===== config.mk =====
export PLATFORM = sky130hd
export DESIGN_NAME = voice_allocator
export DESIGN_NICKNAME = d
export VERILOG_FILES = /design/src/rtl/voice_allocator.sv
export SDC_FILE = /design/constraint.sdc
export NUM_CORES = 1
export LEC_CHECK = 0
export BUFFER_PORTS_ARGS = -buffer_cell sky130_fd_sc_hd__buf_2
export CORE_ASPECT_RATIO = 1.2
export CORE_MARGIN = 4
export CORE_UTILIZATION = 45
export DETAILED_ROUTE_END_ITERATION = 10
export PLACE_DENSITY = 0.74
export SLEW_MARGIN = 20
export SYNTH_ARGS = -nofsm -noshare
export SYNTH_HDL_FRONTEND = slang
export SYNTH_SLANG_ARGS = --single-unit

===== constraint.sdc =====
create_clock -name clk -period 2.6 [get_ports clk]
set_input_delay 0.13 -clock clk [delete_from_list [all_inputs] [get_ports clk]]
set_output_delay 0.13 -clock clk [all_outputs]
set_load 0.01 [all_outputs]

===== src/rtl/voice_allocator.sv =====
`default_nettype none
// ============================================================================
// Module   : voice_allocator
// Purpose  : Buffers note requests from the song reader in a small FIFO and
//            hands each one to a free note_player voice, picking voices in
//            round-robin order. Voices stay busy until they pulse note_done.
// Ports    : clk           - system clock
//            reset         - asynchronous reset, active low
//            play          - dispatch enable
//            flush         - synchronous clear of pending requests
//            req_valid/req_note/req_duration/req_ready - request handshake
//            note_done     - per-voice "finished" pulses
//            load_new_note - one-hot per-voice load strobe
//            note_out/duration_out - payload for the voice being loaded
//            voice_busy    - per-voice occupancy
//            fifo_count    - number of pending requests
// Revision : 1.0 - initial release
// ============================================================================
module voice_allocator #(
    parameter int NUM_VOICES = 3,
    parameter int NOTE_W     = 6,
    parameter int DUR_W      = 6,
    parameter int FIFO_DEPTH = 4
) (
    input  logic                          clk,
    input  logic                          reset,
    input  logic                          play,
    input  logic                          flush,
    input  logic                          req_valid,
    input  logic [NOTE_W-1:0]             req_note,
    input  logic [DUR_W-1:0]              req_duration,
    output logic                          req_ready,
    input  logic [NUM_VOICES-1:0]         note_done,
    output logic [NUM_VOICES-1:0]         load_new_note,
    output logic [NOTE_W-1:0]             note_out,
    output logic [DUR_W-1:0]              duration_out,
    output logic [NUM_VOICES-1:0]         voice_busy,
    output logic [$clog2(FIFO_DEPTH):0]   fifo_count
);

    localparam int c_GW = (NUM_VOICES > 1) ? $clog2(NUM_VOICES) : 1;
    localparam int c_PW = $clog2(FIFO_DEPTH);
    localparam logic [c_PW:0] c_DEPTH = (c_PW + 1)'(FIFO_DEPTH);

    localparam logic [1:0] c_IDLE = 2'd0;
    localparam logic [1:0] c_ARB  = 2'd1;
    localparam logic [1:0] c_LOAD = 2'd2;

    logic [1:0]                 r_state;
    logic [1:0]                 w_state_next;
    logic [NOTE_W+DUR_W-1:0]    r_mem [FIFO_DEPTH];
    logic [c_PW-1:0]            r_wr_ptr;
    logic [c_PW-1:0]            r_rd_ptr;
    logic [c_PW:0]              r_count;
    logic [NUM_VOICES-1:0]      r_busy;
    logic [NUM_VOICES-1:0]      w_load_mask;
    logic [c_GW-1:0]            r_last_grant;
    logic [c_GW-1:0]            r_grant;
    logic [c_GW-1:0]            w_pick;
    logic                       w_found;
    logic                       w_push;
    logic                       w_pop;
    logic                       w_start;
    logic [NOTE_W-1:0]          r_note;
    logic [DUR_W-1:0]           r_dur;

    // Ready is forced low while held in reset so nothing is offered a slot
    // that is about to be discarded.
    assign req_ready = reset && (r_count < c_DEPTH) && !flush;
    assign w_push    = req_valid && req_ready;
    assign w_start   = play && (r_count != '0) && !flush && !(&r_busy);
    // A pop only happens out of ARB; flush turns ARB into a no-op.
    assign w_pop     = (r_state == c_ARB) && !flush && w_found;

    // Round-robin search: first free voice starting after the last grant.
    always_comb begin
        int w_idx;
        w_idx   = 0;
        w_found = 1'b0;
        w_pick  = '0;
        for (int i = 0; i < NUM_VOICES; i++) begin
            w_idx = (int'(r_last_grant) + 1 + i) % NUM_VOICES;
            if (!w_found && !r_busy[c_GW'(w_idx)]) begin
                w_found = 1'b1;
                w_pick  = c_GW'(w_idx);
            end
        end
    end

    // FSM: state register
    always_ff @(posedge clk or negedge reset) begin
        if (!reset) begin
            r_state <= c_IDLE;
        end else begin
            r_state <= w_state_next;
        end
    end

    // FSM: next-state logic
    always_comb begin
        w_state_next = r_state;
        case (r_state)
            c_IDLE:  if (w_start) w_state_next = c_ARB;
            c_ARB:   w_state_next = w_pop ? c_LOAD : c_IDLE;
            c_LOAD:  w_state_next = c_IDLE;
            default: w_state_next = c_IDLE;
        endcase
    end

    // FSM: outputs. The load strobe is decoded from state so that an
    // asynchronous reset drops it in the same instant.
    always_comb begin
        w_load_mask = '0;
        if (r_state == c_LOAD) begin
            w_load_mask = NUM_VOICES'(1) << r_grant;
        end
    end

    // FIFO storage carries no reset; occupancy is tracked by the pointers.
    always_ff @(posedge clk) begin
        if (w_push) begin
            r_mem[r_wr_ptr] <= {req_note, req_duration};
        end
    end

    always_ff @(posedge clk or negedge reset) begin
        if (!reset) begin
            r_wr_ptr     <= '0;
            r_rd_ptr     <= '0;
            r_count      <= '0;
            r_busy       <= '0;
            r_last_grant <= c_GW'(NUM_VOICES - 1);
            r_grant      <= '0;
            r_note       <= '0;
            r_dur        <= '0;
        end else begin
            if (flush) begin
                r_wr_ptr <= '0;
                r_rd_ptr <= '0;
                r_count  <= '0;
            end else begin
                if (w_push) r_wr_ptr <= r_wr_ptr + 1'b1;
                if (w_pop)  r_rd_ptr <= r_rd_ptr + 1'b1;
                case ({w_push, w_pop})
                    2'b10:   r_count <= r_count + 1'b1;
                    2'b01:   r_count <= r_count - 1'b1;
                    default: r_count <= r_count;
                endcase
            end

            if (w_pop) begin
                {r_note, r_dur} <= r_mem[r_rd_ptr];
                r_grant         <= w_pick;
            end

            if (r_state == c_LOAD) begin
                r_last_grant <= r_grant;
            end

            // Clearing first and setting second lets a load win over a
            // same-cycle done on the voice being loaded.
            r_busy <= (r_busy & ~note_done) | w_load_mask;
        end
    end

    assign load_new_note = w_load_mask;
    assign note_out      = r_note;
    assign duration_out  = r_dur;
    assign voice_busy    = r_busy;
    assign fifo_count    = r_count;

endmodule
`default_nettype wire


==> Yosys cells after proc, flatten, opt, wreduce, memory -nomap -nowiden <==
Memory sizes are Yosys's and may differ from the RTL's. A register that Yosys moved wholly into a read port is not among the register bits.
Index checks and enable logic that the tools add are counted.
{ "classes": {"add_sub_neg": 7, "div_mod_pow": 3, "n_lt_le_gt_ge": 4, "reduce_logical": 22, "n_shift": 1, "n_eq_ne": 5, "n_mux": 27, "bitwise_logic": 3} }
{ "op_table": {"columns": ["op", "count"], "rows": [
  ["$mod 32x3->32 const B", 3],
  ["$add 32x2->32 const B", 1],
  ["$mux 2", 9],
  ["$lt 2x4->1 const B", 3],
  ["$mux 1", 11],
  ["$logic_and 1x1->1", 10],
  ["$bmux 1 s2", 3],
  ["$logic_not 1->1", 6],
  ["$mux 3", 2],
  ["$pmux 3 s2", 1],
  ["$reduce_bool 3->1", 2],
  ["$add 2x1->2 const B", 2],
  ["$add 3x2->4 const B", 1],
  ["$eq 2x1->1 const B", 2],
  ["$eq 2x2->1 const B", 2],
  ["$pmux 2 s2", 1],
  ["$reduce_bool 2->1", 2],
  ["$add 2x1->3 const B", 1],
  ["$add 3x1->3 const B", 1],
  ["$and 3x3->3", 1],
  ["$lt 3x3->1 const B", 1],
  ["$not 3->3", 1],
  ["$or 3x3->3", 1],
  ["$reduce_and 3->1", 1],
  ["4 further kinds", 4]
]} }
{ "totals": {"register_bits": 16, "ramBits": 48, "output_inout_bits": 22, "elab_cells": 80, "inputBits": 20, "mem_count": 1} }
{ "memory_table": {"columns": ["name", "depth", "width", "rd", "rd_ports_with_merged_regs", "write_ports", "line_no", "source"], "rows": [
  ["r_mem", 4, 12, 1, 1, 1, "51", "logic [NOTE_W+DUR_W-1:0] r_mem [FIFO_DEPTH];"]
]} }

==> Longest topological paths before layout <==
{ "depth": {"depth_word": 16, "mapped_depth": 10, "depth_no_buf": 10} }

==> Worst setup path after synthesis <==
Ideal clock, no wire load.
{ "synth_timing": {"path_kind": "reg2reg", "from": "reg r_last_grant[1]", "to": "reg r_count[1], in the netlist fifo_count[1]", "stages_incl_launch_ff": 10, "slack_ns": -0.053, "period_less_slack_ns": 2.653, "required_ns": 2.496, "setup_time_ns": 0.104, "arrival_time_ns": 2.550, "path_buffers": 0, "path_cell_list": "dfstp_2 > inv_1 > ha_1 > nor2b_1 > nor4_4 > o22ai_4 > nor2b_1 > fa_1 > or4b_1 > o311ai_1"} }
{ "synth_between": {"elab_chain_cells": 16, "word_cells_on_any_way": 29, "classes_between": "add/sub (3); div (3); eq/ne (2); mux (14); reduce/logical (7)"} }
{ "synth_rtl": {"columns": ["item", "line_no", "source"], "rows": [
  ["start, declared", "57", "logic [c_GW-1:0] r_last_grant;"],
  ["start signal, assigned", "132", "r_last_grant <= c_GW'(NUM_VOICES - 1);"],
  ["start signal, assigned", "157", "r_last_grant <= r_grant;"],
  ["$add 2x1->3 *", "82", "w_idx = (int'(r_last_grant) + 1 + i) % NUM_VOICES;"],
  ["$add 32x2->32", "82", null],
  ["$mod 32x3->32", "82", null],
  ["$bmux 1 s2", "83", "if (!w_found && !r_busy[c_GW'(w_idx)]) begin"],
  ["$mux 1 (not written as such) (2 in a row)", "83", null],
  ["$logic_not 1->1", "83", null],
  ["$logic_and 1x1->1", "83", null],
  ["$mux 1", "83", null],
  ["$logic_not 1->1", "83", null],
  ["$logic_and 1x1->1", "83", null],
  ["$mux 1 *", "83", null],
  ["$logic_and 1x1->1 *", "73", "assign w_pop = (r_state == c_ARB) && !flush && w_found;"],
  ["$eq 2x1->1 or $eq 2x2->1 (tied branches)", "144", "case ({w_push, w_pop})"],
  ["$pmux 3 s2", "144", null],
  ["$mux 3", "137", "if (flush) begin"],
  ["end signal, assigned", "145", "2'b10: r_count <= r_count + 1'b1;"],
  ["end signal, assigned", "146", "2'b01: r_count <= r_count - 1'b1;"],
  ["end signal, assigned", "147", "default: r_count <= r_count;"],
  ["end, declared", "54", "logic [c_PW:0] r_count;"]
]} }
Mark *: on every way between the ends. The rest lies on a longest branch, timed or not. The select of a mux whose other input is x is not followed.
A chain may end at the register's enable or synchronous reset.

==> Worst setup path in the final report <==
Same ends and word-level chain as after synthesis.

==> results.md <==
* Power per standard cell area at 910 nW/um^2
* Period utilization at 101%
* 1st-pass router iterations at 4
* Antenna violations before repair at 0
* Worst-path cell chain: ha_4 -> mux2i_2 -> nor4_4 -> o22ai_4 -> nor2b_4 -> fa_1 -> or4b_1 -> o311ai_1
* CP peak stage delay at 590 ps
* Least-Margin Pin Slew at 664 ps
* Grt total ovfl at 0
* Cell count along the critical path at 8
* Drt total wl at 5610 um
* TNS Setup at -13.3 ps
* Final Skew at 8.58 ps
* FP Rows at 33
* CTS tree: done
* Post-layout power at 3.57 mW
* GPL Wtd Cong at 0.738
* Crit Path Category: reg -> reg
* Root Buffer: clkbuf_8
* Reg clk slew, reported paths at 80 ps
* Area fraction of the dominant cell type after synthesis at 44.7%
* H-Tree Depth at 3
* Skew-Pair Late Insertion Delay at 350 ps
* Fin Hold WS at 20.2 ps
* WP data required at 2840 ps
* Initial Utilization at 46.7%
* Antenna diodes at 0
* Final hold violations at 0
* Max-slew headroom at 55.7%
* Clock sink total at 76
* Vias in the first global route at 1855
* Worst Hold Path Cells at 1
* Most frequent cells in the layout: edfxtp_1 (48), buf_2 (41), dfrtp_1 (27)
* Post-layout util at 56.8%
* Crit-path max FO at 5
* Largest net degree at the start of global routing at 30
* Max-Cap Viols at 0
* Fin area at 3920 um^2
* RSZ-0062 raised after global routing: true
* Total number of yosys warnings at 0
* GRT Util Overall at 15.0%
* Die height at 101 um
* Top_reg_cell synth: edfxtp_1
* CP Launch Type: flip-flop
* Die Wd at 85.3 um
* FFs w/ async S/R, synth at 36.8%
* DR vias at 1796
* Syn nets at 219
* Failing checks: negative setup slack
* #FFs+latches synth at 76
* Placed Area at 3550 um^2
* Average cell area after synthesis at 17.0 um^2
* HPWL Detailed at 3730 um
* Fin cells at 349
* IO Pins at 42
* Buffers & Inverters on Critical Path at 0
* DRT iter0 DRCs at 123
* IO buf count at 41
* Slew Viols, Final at 0
* Crit-path leading delay family: simple AND/OR/NAND/NOR gates
* Lkg Pwr at 1.54 nW
* DR vias/cell at 5.15
* Worst Reg-to-Reg Cells at 8
* Final Net Count at 286
* Mapped Cells at 190
* WP data arrival at 2850 ps
* Core area at 6900 um^2
* Dpl ws at -43.1 ps
* Crit end category: flip-flop
* Die area at 8590 um^2
* Global-route wire length before repair at 9500 um
* Status: finished, violations left
* Area grow syn2layout at 21.6%
* Cell taking the most area after synthesis: edfxtp_1
* Commonest non-fill, non-tap cell in the layout: edfxtp_1
* CTS buffer count at 9
* Fin worst setup slack at -13.3 ps
* Post-route ant nets at 0
* Drt drc at 0
* Max Fclk at 0.383 GHz
* Fraction of layout cells with a size suffix above 1 at 38.9%
* EDFF count, synth at 48
* Post-Syn Area at 3220 um^2
* Synth unique cells at 42
* Min Tclk post-route at 2610 ps
* Final-layout fill cell count at 544
* Area contributors post-synth: edfxtp_1 (45%), dfrtp_1 (21%), mux4_2 (8.4%)
* Average wire per standard cell at 16.1 um
* Setup violators final at 1
* Placed insts at 319
* Deepest clock path buffer count at 2
* Slowest cell on the critical path: dfstp_2
* Sequential fraction of the synthesis area at 66.5%
* HP Class: in -> reg
* Maximum vdd ir drop at 0.418 mV
routing by layer:
layer  global-route usage (%)  vias up  share of wire (%)
met5                        0        -                  0
met4                     8.77        0                3.0
met3                     4.33        9                4.8
met2                     23.4       39                 51
met1                     18.5      892                 41
li1                         -      856                  -
worst paths after layout:
| check | from | endpoint | slack, ps |
|---|---|---|---|
| max | r_last_grant[1] | fifo_count[1] | -10 |
| min | req_note[3] | r_mem[0][9] | 20 |
| max reg2reg | r_last_grant[1] | fifo_count[1] | -10 |
| min reg2reg | note_out[3] | note_out[3] | 500 |
| max in group asynchronous | reset | r_last_grant[1] | 1930 |
| min in group asynchronous | reset | voice_busy[2] | 360 |
synth_stat cells (2+ instances only):
cell type,n
a21o_1,3
a21oi_1,5
and2_1,4
buf_2,3
dfrtp_1,27
edfxtp_1,48
ha_1,8
inv_1,12
mux2_2,13
mux2i_1,5
mux4_2,12
nand2_1,3
nand2b_1,4
nand3_1,3
nor2_1,7
nor2b_1,2
nor3_1,2
nor3b_1,2
o21ai_0,3
xnor2_1,2
worst register-to-register path, delay by kind of cell (launching register included):
family / cells / cell delay (ps)
compound gates: 2 / 200
mux: 1 / 90
simple gates: 3 / 950
flops: 1 / 590
fa+ha+maj: 2 / 690
power by group:
group          internal [mW]  switching [mW]
logic                  0.556           0.492
registers               1.48           0.144
clock network          0.448           0.448
total                   2.48            1.08
cell families (layout without fill, tap and decap cells):
| logic type | count (synthesis) | count (layout) | share of synthesized area, % |
|---|---|---|---|
| buffers and inverters | 18 | 90 | 2.56 |
| multiplexers | 30 | 30 | 14.5 |
| AND/OR/NAND/NOR | 33 | 33 | 6.52 |
| flip-flops | 76 | 76 | 66.5 |
| XOR/XNOR | 3 | 3 | 1.28 |
| adder cells (fa/ha/maj) | 9 | 9 | 3.73 |
| AO/OA/AOI/OAI | 21 | 21 | 4.93 |
what timing repair did:
action / 4_1_cts / 5_1_grt
hold endpoints to repair: 72 / 0
gates cloned: 0 / 0
resized for setup: 8 / 1
buffers inserted: 1 / 0
setup endpoints to repair: 1 / 1
pin swaps: 4 / 0
hold buffers: 13 / 0
sequential cells by signal (all words and copies together) (netlist names), 3 cells and up:
signal and cells:
r_mem 48, duration_out 6, note_out 6, fifo_count 3, voice_busy 3
final cells by class:
class / count / area [um^2] / area share [%]
Tap cell: 87 / 109 / 2.78
Sequential cell: 76 / 2140 / 54.7
Multi-Input combinational cell: 96 / 1030 / 26.2
Clock inverter: 7 / 77.6 / 1.98
Timing Repair Buffer: 62 / 395 / 10.1
Clock buffer: 9 / 124 / 3.16
Inverter: 12 / 45.0 / 1.15
Note: power is estimated with default switching activity, not from simulation.
